File: config.mk
export PLATFORM = sky130hd
export DESIGN_NAME = fwd_hazard_unit
export DESIGN_NICKNAME = d
export VERILOG_FILES = /design/src/rtl/fwd_hazard_unit.sv
export SDC_FILE = /design/constraint.sdc
export NUM_CORES = 1
export LEC_CHECK = 0
export ABC_AREA = 0
export ABC_CLOCK_PERIOD_IN_PS = 3300
export BUFFER_PORTS_ARGS = -buffer_cell sky130_fd_sc_hd__buf_2
export CORE_MARGIN = 2
export CORE_UTILIZATION = 44
export DETAILED_ROUTE_END_ITERATION = 10
export PLACE_DENSITY = 0.92
export SLEW_MARGIN = 10
export SYNTH_ARGS = -nofsm -noshare
export SYNTH_HDL_FRONTEND = slang
export SYNTH_SLANG_ARGS = --single-unit
File: constraint.sdc
create_clock -name clk -period 3.3 [get_ports clk]
set_input_delay 0.33 -clock clk [delete_from_list [all_inputs] [get_ports clk]]
set_output_delay 0.33 -clock clk [all_outputs]
set_load 0.05 [all_outputs]
File: src/rtl/fwd_hazard_unit.sv
// Per-operand EX forwarding selects plus load-use bubble and multiply stall control.
// Optional build macro HAZ_STALL_STATS_EN adds saturating stall-cycle counters.
module fwd_hazard_unit #(
   parameter int REG_AW  = 4,
   parameter int NSRC    = 2,
   parameter int MUL_LAT = 3
) (
   input  logic                     clk,
   input  logic                     rst_n,
   input  logic                     id_valid,
   input  logic [NSRC*REG_AW-1:0]   id_rs,
   input  logic [NSRC*REG_AW-1:0]   idex_rs,
   input  logic [REG_AW-1:0]        idex_rd,
   input  logic                     idex_rw,
   input  logic                     idex_load,
   input  logic [REG_AW-1:0]        exmem_rd,
   input  logic                     exmem_rw,
   input  logic [REG_AW-1:0]        memwb_rd,
   input  logic                     memwb_rw,
   input  logic                     ex_mul_start,
   output logic [2*NSRC-1:0]        fwd_sel,
   output logic                     stall_if,
   output logic                     stall_id,
   output logic                     flush_ex,
`ifdef HAZ_STALL_STATS_EN
   output logic [15:0]              lu_stall_cnt,
   output logic [15:0]              mul_stall_cnt,
`endif
   output logic                     mul_busy
);

   localparam int MCW = (MUL_LAT > 1) ? $clog2(MUL_LAT) : 1;
   localparam logic [MCW-1:0] MCNT_LOAD = MCW'(MUL_LAT - 2);

   typedef enum logic [1:0] {
      IDLE      = 2'd0,
      LU_BUBBLE = 2'd1,
      MUL_WAIT  = 2'd2
   } state_t;

   state_t           state_r;
   state_t           state_nxt_s;
   logic [MCW-1:0]   mcnt_r;
   logic [MCW-1:0]   mcnt_nxt_s;
   logic             lu_mask_r;
   logic             rs_match_s;
   logic             lu_hit_s;

   // Forward select per EX operand; EX/MEM beats MEM/WB and r0 is never forwarded
   always_comb begin
      fwd_sel = {(2*NSRC){1'b0}};
      for (int k = 0; k < NSRC; k++) begin
         if (exmem_rw && (exmem_rd != {REG_AW{1'b0}}) &&
             (exmem_rd == idex_rs[k*REG_AW +: REG_AW])) begin
            fwd_sel[2*k +: 2] = 2'b10;
         end else if (memwb_rw && (memwb_rd != {REG_AW{1'b0}}) &&
                      (memwb_rd == idex_rs[k*REG_AW +: REG_AW])) begin
            fwd_sel[2*k +: 2] = 2'b01;
         end else begin
            fwd_sel[2*k +: 2] = 2'b00;
         end
      end
   end

   // Load-use detect; gating on id_valid keeps garbage id_rs from raising a hit
   always_comb begin
      rs_match_s = 1'b0;
      lu_hit_s   = 1'b0;
      for (int k = 0; k < NSRC; k++) begin
         if (id_rs[k*REG_AW +: REG_AW] == idex_rd) begin
            rs_match_s = 1'b1;
         end else begin
            rs_match_s = rs_match_s;
         end
      end
      if (id_valid && idex_load && idex_rw && (idex_rd != {REG_AW{1'b0}})) begin
         lu_hit_s = rs_match_s;
      end else begin
         lu_hit_s = 1'b0;
      end
   end

   // Next-state and multiply counter decisions
   always_comb begin
      state_nxt_s = state_r;
      mcnt_nxt_s  = mcnt_r;
      case (state_r)
         IDLE: begin
            if (ex_mul_start) begin
               state_nxt_s = MUL_WAIT;
               mcnt_nxt_s  = MCNT_LOAD;
            end else if (lu_hit_s && !lu_mask_r) begin
               state_nxt_s = LU_BUBBLE;
            end else begin
               state_nxt_s = IDLE;
            end
         end
         LU_BUBBLE: begin
            state_nxt_s = IDLE;
         end
         MUL_WAIT: begin
            if (mcnt_r == {MCW{1'b0}}) begin
               state_nxt_s = IDLE;
            end else begin
               mcnt_nxt_s = mcnt_r - MCW'(1);
            end
         end
         default: begin
            state_nxt_s = IDLE;
            mcnt_nxt_s  = {MCW{1'b0}};
         end
      endcase
   end

   // State, counter and stall outputs registered from the next-state decision
   always_ff @(posedge clk or negedge rst_n) begin
      if (!rst_n) begin
         state_r   <= IDLE;
         mcnt_r    <= {MCW{1'b0}};
         lu_mask_r <= 1'b0;
         stall_if  <= 1'b0;
         stall_id  <= 1'b0;
         flush_ex  <= 1'b0;
         mul_busy  <= 1'b0;
      end else begin
         state_r   <= state_nxt_s;
         mcnt_r    <= mcnt_nxt_s;
         // the IDLE cycle right after a bubble must not start another one
         lu_mask_r <= (state_r == LU_BUBBLE);
         stall_if  <= (state_nxt_s != IDLE);
         stall_id  <= (state_nxt_s != IDLE);
         flush_ex  <= (state_nxt_s == LU_BUBBLE);
         mul_busy  <= (state_nxt_s == MUL_WAIT);
      end
   end

`ifdef HAZ_STALL_STATS_EN
   // Saturating counts of cycles spent in each stall state
   always_ff @(posedge clk or negedge rst_n) begin
      if (!rst_n) begin
         lu_stall_cnt  <= 16'd0;
         mul_stall_cnt <= 16'd0;
      end else begin
         if ((state_r == LU_BUBBLE) && (lu_stall_cnt != 16'hFFFF)) begin
            lu_stall_cnt <= lu_stall_cnt + 16'd1;
         end
         if ((state_r == MUL_WAIT) && (mul_stall_cnt != 16'hFFFF)) begin
            mul_stall_cnt <= mul_stall_cnt + 16'd1;
         end
      end
   end
`endif

endmodule

## Word level (Yosys, flattened, before mapping)

Cells that the tools add are included.

| storage, ports and cells | value |
|---|---|
| flip-flop bits (word level) | 8 |
| logic and storage cells | 52 |

| operators by class | value |
|---|---|
| add/sub/neg operators | 1 |
| eq/ne operators | 12 |
| mux-type cells | 14 |
| bitwise operators | 1 |
| reduce and logical (&&, ||, !) cells | 18 |

Operator list:

| cell | number |
|---|---|
| $eq 4x4->1 | 6 |
| $mux 2 | 6 |
| $reduce_bool 4->1 | 3 |
| $logic_and 1x1->1 | 10 |
| $mux 1 | 6 |
| $pmux 2 s3 | 1 |
| $eq 2x1->1 const B | 2 |
| $eq 2x2->1 const B | 2 |
| $logic_not 2->1 | 2 |
| $ne 2x2->1 const B | 2 |
| $pmux 2 s2 | 1 |
| $reduce_and 3->1 | 1 |
| $reduce_bool 2->1 | 1 |
| $sub 2x1->2 const B | 1 |
| $logic_not 1->1 | 1 |
| $not 1->1 | 1 |

## Longest topological paths before layout

Gate-level depths: netlist (run 1).

| logic depth | value |
|---|---|
| depth after elaboration | 9 |
| mapped depth | 6 |
| mapped depth without buffers | 6 |

## Worst setup path after synthesis (run 1)

Ideal clock, no wire load.

| timing path | value |
|---|---|
| kind | input -> output |
| from | input exmem_rd[0] |
| to | output fwd_sel[0] |
| arrival time | 2.209 ns |
| data required time | 2.970 ns |
| slack | 0.761 ns |
| stages on the path | 3 |
| path buffers | 0 |
| path through | o41ai_1 -> nor2_1 -> nor3_1 |

| on the way | value |
|---|---|
| longest elaborated chain between the ends | 4 |
| elaborated cells on any way between the ends | 5 |
| those cells by class | eq/ne: 1; mux: 1; reduce/logical: 3 |

Ends and longest elaborated chain:

| element | RTL line | source |
|---|---|---|
| start: declaration | 16 | `input logic [REG_AW-1:0] exmem_rd,` |
| $reduce_bool 4->1 | 53 | `if (exmem_rw && (exmem_rd != {REG_AW{1'b0}}) &&` |
| $logic_and 1x1->1 | 53 |  |
| $logic_and 1x1->1 (*) | 53 |  |
| $mux 2 (*) | 53 |  |
| end: declaration | 21 | `output logic [2*NSRC-1:0] fwd_sel,` |

Every way passes the cells marked *; elsewhere a longest branch is shown, timed or not.

## Worst setup path after layout (run 1)

Same ends and word-level chain as after synthesis.

==> results of run 1 <==
## registers in the layout, summed over array words and instances, names as in the netlist
signal	cells
flush_ex	1
state_r	2
mcnt_r	2
lu_mask_r	1
stall_id	1
mul_busy	1
## critical path: stages
cell	delay, ps
buf_2	120
o41ai_1	480
nor2_1	120
nor3_1	200
buf_2	290
## cell type report
| type | count | area, um^2 |
|---|---|---|
| Clock buffer | 3 | 22.5 |
| Fill cell | 123 | 552 |
| Inverter | 4 | 15.0 |
| Multi-Input combinational cell | 56 | 437 |
| Sequential cell | 8 | 200 |
| Tap cell | 16 | 20.0 |
| Timing Repair Buffer | 44 | 225 |
## worst min-delay path by stage
stage	slack [ps]	depth (start not counted)	end	from
after floorplan	30	0	flush_ex	rst_n
after global placement	170	1	mcnt_r[0]	rst_n
after detailed placement	180	1	mcnt_r[0]	rst_n
after CTS	420	3	state_r[0]	idex_load
after global routing	420	3	flush_ex	idex_load
final	420	3	state_r[0]	idex_load
## cell families after synthesis
| family | Yosys count |
|---|---|
| xor+xnor | 24 |
| compound gates | 12 |
| fa+ha+maj | 1 |
| flops | 8 |
| simple gates | 19 |
| buf+inv | 6 |
## power groups by stage
stage	clock network [uW]	registers [uW]	logic, uW
2_1_floorplan	0	183	173
3_3_place_gp	0	154	242
5_1_grt	82.7	159	276
4_1_cts	77.8	154	253
3_5_place_dp	0	156	252
6_report	75.4	154	250
## layer usage
layer  routed length, um  vias up
met5                   0        -
met4                   0        0
met3                 126        0
met2                 920       36
met1                 575      329
li1                    -      339
## cells in the final DEF, fill, tap and decap left out, drive strengths merged
master	n
a211oi	5
a31o	1
a31oi	1
and2b	1
buf	43
clkbuf	3
dfrtp	8
dlygate4sd3	1
ha	1
inv	4
nand2	2
nand4	6
nand4b	1
nor2	4
nor3	2
nor4	1
nor4b	1
o21ai	3
o41ai	2
or2	1
xnor2	24
## per-stage QoR
stage	hold WS, ps	cell area (um^2)	power (uW)	utilization (%)	cells
floorplan	34.4	671	356	-	70
global placement	174	887	395	60.3	127
detailed placement	181	887	407	60.3	127
CTS	424	920	485	62.5	131
global route	420	920	517	62.5	131
finish	424	920	479	62.5	131
==> results.toml, run 1 <==
[sta]
maxSlewViolCount = 0
fin_setup_tns_ps = 0
rsz0062_at_grt = "no"
post-route-period-util_pct = 56.5
worst_slack_ps = 1440
hold_viol = 0
max_freq_ghz = 0.536
worstMarginPinSlew_ps = 483
finalSetupViolCount = 0
clock_skew_ps = 7.96
relSlewSlack_pct = 67.5
period_minus_slack_ps = 1860

[synth]
ys_warn_count = 0
synthXorXnorAreaFrac_pct = 31.3
yosys.cell_count.top_type = "xnor2_1"
syn_area_per_cell_um2 = 9.58
netlist.area_leader.share_pct = 31.3
ys_ff_latch = 8
syn_area_um2 = 671
synth_cell_types = 21
synth_top_family_by_area = "XOR/XNOR gates"
synth_flop_cell = "dfrtp_1"
yosys-mux-area-fraction_pct = 0
synth_edf_count = 0
synthSimpleGateAreaFrac_pct = 18.5
synth_nets = 107
synthCells = 70
synth.area.top_cells = "xnor2_1 (31%), dfrtp_1 (30%), nand4_1 (5.6%), a211oi_1 (4.5%), nor4b_4 (3.5%)"
async_flop_share_pct = 100
synth-seq-area-share_pct = 29.9
synthAdderAreaFrac_pct = 1.87
synth_compound_area_share_pct = 13.4
synth_commonest_cells = "xnor2_1 (24), dfrtp_1 (8), nand4_1 (6)"
synth_area_leader_cell = "xnor2_1"

[floorplan]
core.rowCount = 14
core_area_um2 = 1470
start_util_pct = 45.6
die_w_um = 43.0
chipHeight_um = 43.0
die_area_um2 = 1850
io_pins = 44

[clock_tree]
cts_setup_buffers = 0
cts_tree = "done"
numCtsBuffers = 3
clock_sinks = 8
cts.reportedPaths.clkPinSlew_ps = 60
clock_path_buffers = 2
post_cts_hold_buffer_count = 1
cts-root-buf = "clkbuf_4"
cts-htree-levels = 1
postCtsResizedCells = 0
clock_latency_ps = 260

[setup_path]
path_max_fanout = 3
critPathLaunch = "exmem_rd[0]"
timing.rr.end = "stall_id"
crit_type = "in -> out"
startpoint_type = "input pin"
cp-end-kind = "primary output"
timing.rr.start = "state_r[1]"
endpoint = "fwd_sel[0]"
worst-endpoint-required_ps = 2970
reg2reg_depth = 4
rrSetupSlack_ps = 1850
critPathArrivalTime_ps = 1530

[layout]
diodes = 0
drive_gt1_share_pct = 43.5
syn_to_final_growth_pct = 37.1
layout.nets = 154

[global_route]
grtUsageMet3_pct = 5.11
grt_pass1_vias = 687
grt_pass1_wl_um = 2750
met1_usage_pct = 18.5
grt-ovfl-total = 0
use_met2_pct = 41.8
grt_busiest_layer = "met2"
grt_antenna_before_repair = 0
grt_max_degree = 11
grtUsageTotal_pct = 20.1

[power_and_ir_drop]
p_int_uw = 272
combinationalPowerShare_pct = 52.2
clkPwrFrac_pct = 15.7
leakagePower_uw = 0.000412
p_switching_uw = 207
vdd_ir_drop_max_mv = 0.220
p_per_area_nw_per_um2 = 521
sw_frac_of_total_pct = 43.2
seq_power_share_pct = 32.1

[drt]
drc = 0
drt_wl_total_um = 1620
vias = 704
viasPerCell = 5.37
ant_nets = 0
first_pass_iters = 4
drt_iter0_markers = 9
drt-wirelength-per-cell_um = 12.4

[status]
status = "complete, no violations"

[placed_design]
numPortBuffers = 43
dp_slack_ps = 1420
place_congestion = 0.774

[job]
drv_cap = 0

[hold_path]
min_path_type = "in -> reg"
No activity file was read; power rests on OpenSTA's default activity.
==> inputs of run 2 (changes only) <==
--- a/config.mk
+++ b/config.mk
@@ -6,12 +6,12 @@
 export NUM_CORES = 1
 export LEC_CHECK = 0
 export ABC_AREA = 0
-export ABC_CLOCK_PERIOD_IN_PS = 3300
+export ABC_CLOCK_PERIOD_IN_PS = 1720
 export BUFFER_PORTS_ARGS = -buffer_cell sky130_fd_sc_hd__buf_2
 export CORE_MARGIN = 2
-export CORE_UTILIZATION = 44
+export CORE_UTILIZATION = 41
 export DETAILED_ROUTE_END_ITERATION = 10
-export PLACE_DENSITY = 0.92
+export PLACE_DENSITY = 0.87
 export SLEW_MARGIN = 10
 export SYNTH_ARGS = -nofsm -noshare
 export SYNTH_HDL_FRONTEND = slang
==> constraint.sdc (replaced) <==
create_clock -name clk -period 1.72 [get_ports clk]
set_input_delay 0.172 -clock clk [delete_from_list [all_inputs] [get_ports clk]]
set_output_delay 0.172 -clock clk [all_outputs]
set_load 0.05 [all_outputs]
==> run 2 against run 1 <==
Core utilization down 0.18 points; register-to-register slack got worse by 1600 ps; clock power grew 91%; critical endpoint unchanged; global-route usage shrank 0.055 points; highest routed layer is now met4; largest cell class unchanged; cell count increased by 0.76%; die area up 6.6%; non-clock buffer count rose by 1; clock skew decreased by 7.5 ps.
==> results.toml, run 2 (synthesis gave the netlist of run 1 again) <==
[status]
status = "complete, no violations"

[clock_tree]
cts_setup_buffers = 0
numCtsBuffers = 3
cts_tree = "done"
clock_sinks = 8
postCtsResizedCells = 0
cts-root-buf = "clkbuf_4"
cts-htree-levels = 1
clock_path_buffers = 2
cts.reportedPaths.clkPinSlew_ps = 50
clock_latency_ps = 260

[placed_design]
numPortBuffers = 43
dp_hpwl_um = 1530
dp.cells = 128
dp_slack_ps = 96.6
place_congestion = 0.821

[setup_path]
timing.rr.start = "state_r[1]"
reg2reg_depth = 4
cp-end-kind = "primary output"
critPathArrivalTime_ps = 1440
crit_type = "in -> out"
critPathLaunch = "exmem_rd[0]"
path_max_fanout = 3
startpoint_type = "input pin"
worst-endpoint-required_ps = 1550

[sta]
rsz0062_at_grt = "no"
worstMarginPinSlew_ps = 470
hold_viol = 0
worst_slack_ps = 111
maxSlewViolCount = 0
post-route-period-util_pct = 93.5
relSlewSlack_pct = 68.4
period_minus_slack_ps = 1610
hold_ws_ps = 243
max_freq_ghz = 0.622
fin_setup_tns_ps = 0
finalSetupViolCount = 0
clock_skew_ps = 0.477

[layout]
syn_to_final_growth_pct = 41.6
layout_common_cells = "buf_2 (43), xnor2_1 (24), dfrtp_1 (8)"
layout.nets = 155
top_regs = "mcnt_r (2), state_r (2)"
diodes = 0
layout_commonest_cell = "buf_2"
fin_cells = 132
fill_cells = 138
drive_gt1_share_pct = 45.7

[drt]
drt_wl_total_um = 1740
vias = 699
viasPerCell = 5.30
drt-wirelength-per-cell_um = 13.1
drc = 0
drt_iter0_markers = 2
first_pass_iters = 2
ant_nets = 0

[floorplan]
io_pins = 44
die_area_um2 = 1980
core.rowCount = 14
start_util_pct = 44.0
die_w_um = 44.4
chipHeight_um = 44.4
core_area_um2 = 1520

[power_and_ir_drop]
fin_total_pwr_uw = 943
clkPwrFrac_pct = 15.2
sw_frac_of_total_pct = 44.3
combinationalPowerShare_pct = 52.8
vdd_ir_drop_max_mv = 0.394
p_per_area_nw_per_um2 = 994
p_switching_uw = 418
leakagePower_uw = 0.000417
p_int_uw = 526
seq_power_share_pct = 31.9

[global_route]
grt_max_degree = 11
grt_antenna_before_repair = 0
grt_pass1_vias = 758
grt-ovfl-total = 0
grtUsageTotal_pct = 20.1
grt_pass1_wl_um = 2880

[hold_path]
hold_depth = 3
hold_start = "idex_load"
min_path_type = "in -> reg"

[job]
drv_cap = 0
-- run 2: worst max-delay path, stage by stage --
cell	delay, ps
buf_2	120
o41ai_1	490
nor2_1	180
nor3_4	190
buf_2	280
-- run 2: power by group through the flow --
stage	Combinational [uW]	Clock, uW	Sequential (uW)
6_report	498	144	301
5_1_grt	548	157	310
4_1_cts	505	146	302
3_5_place_dp	500	0	304
3_3_place_gp	470	0	296
2_1_floorplan	336	0	351
-- run 2: metal layers --
| metal | vias up | track usage, % | routed length [um] |
|---|---|---|---|
| met3 | 4 | 2.45 | 124 |
| met2 | 36 | 42.6 | 989 |
| met4 | 0 | 9.09 | 36 |
| li1 | 343 | - | - |
| met5 | - | 0 | 0 |
| met1 | 316 | 18.0 | 584 |
-- run 2: area by class of cell --
type	count	area (um^2)	share of cell area, %
well taps	16	20.0	2.11
repair buffers	45	233	24.5
inverters	4	15.0	1.58
flip-flops and latches	8	200	21.1
clock buffers	3	22.5	2.37
multi-input cells	56	459	48.4
-- run 2: through the flow --
step | util [%] | instance area, um^2
floorplan | - | 693
global placement | 60.2 | 917
detailed placement | 60.2 | 917
CTS | 62.3 | 950
global route | 62.3 | 950
finish | 62.3 | 950
-- run 2: final timing paths --
kind | endpoint | slack, ps
setup reg to reg | stall_id | 290
hold reg to reg | mcnt_r[0] | 510
hold / removal | state_r[0] | 240
setup / recovery | fwd_sel[0] | 110
max in group asynchronous | flush_ex | 1280
min in group asynchronous | stall_id | 280
-- run 2: what timing repair did --
item,in CTS,in global routing
hold buffers,1,0
hold endpoints to repair,8,0
endpoints found under the setup margin,0,0
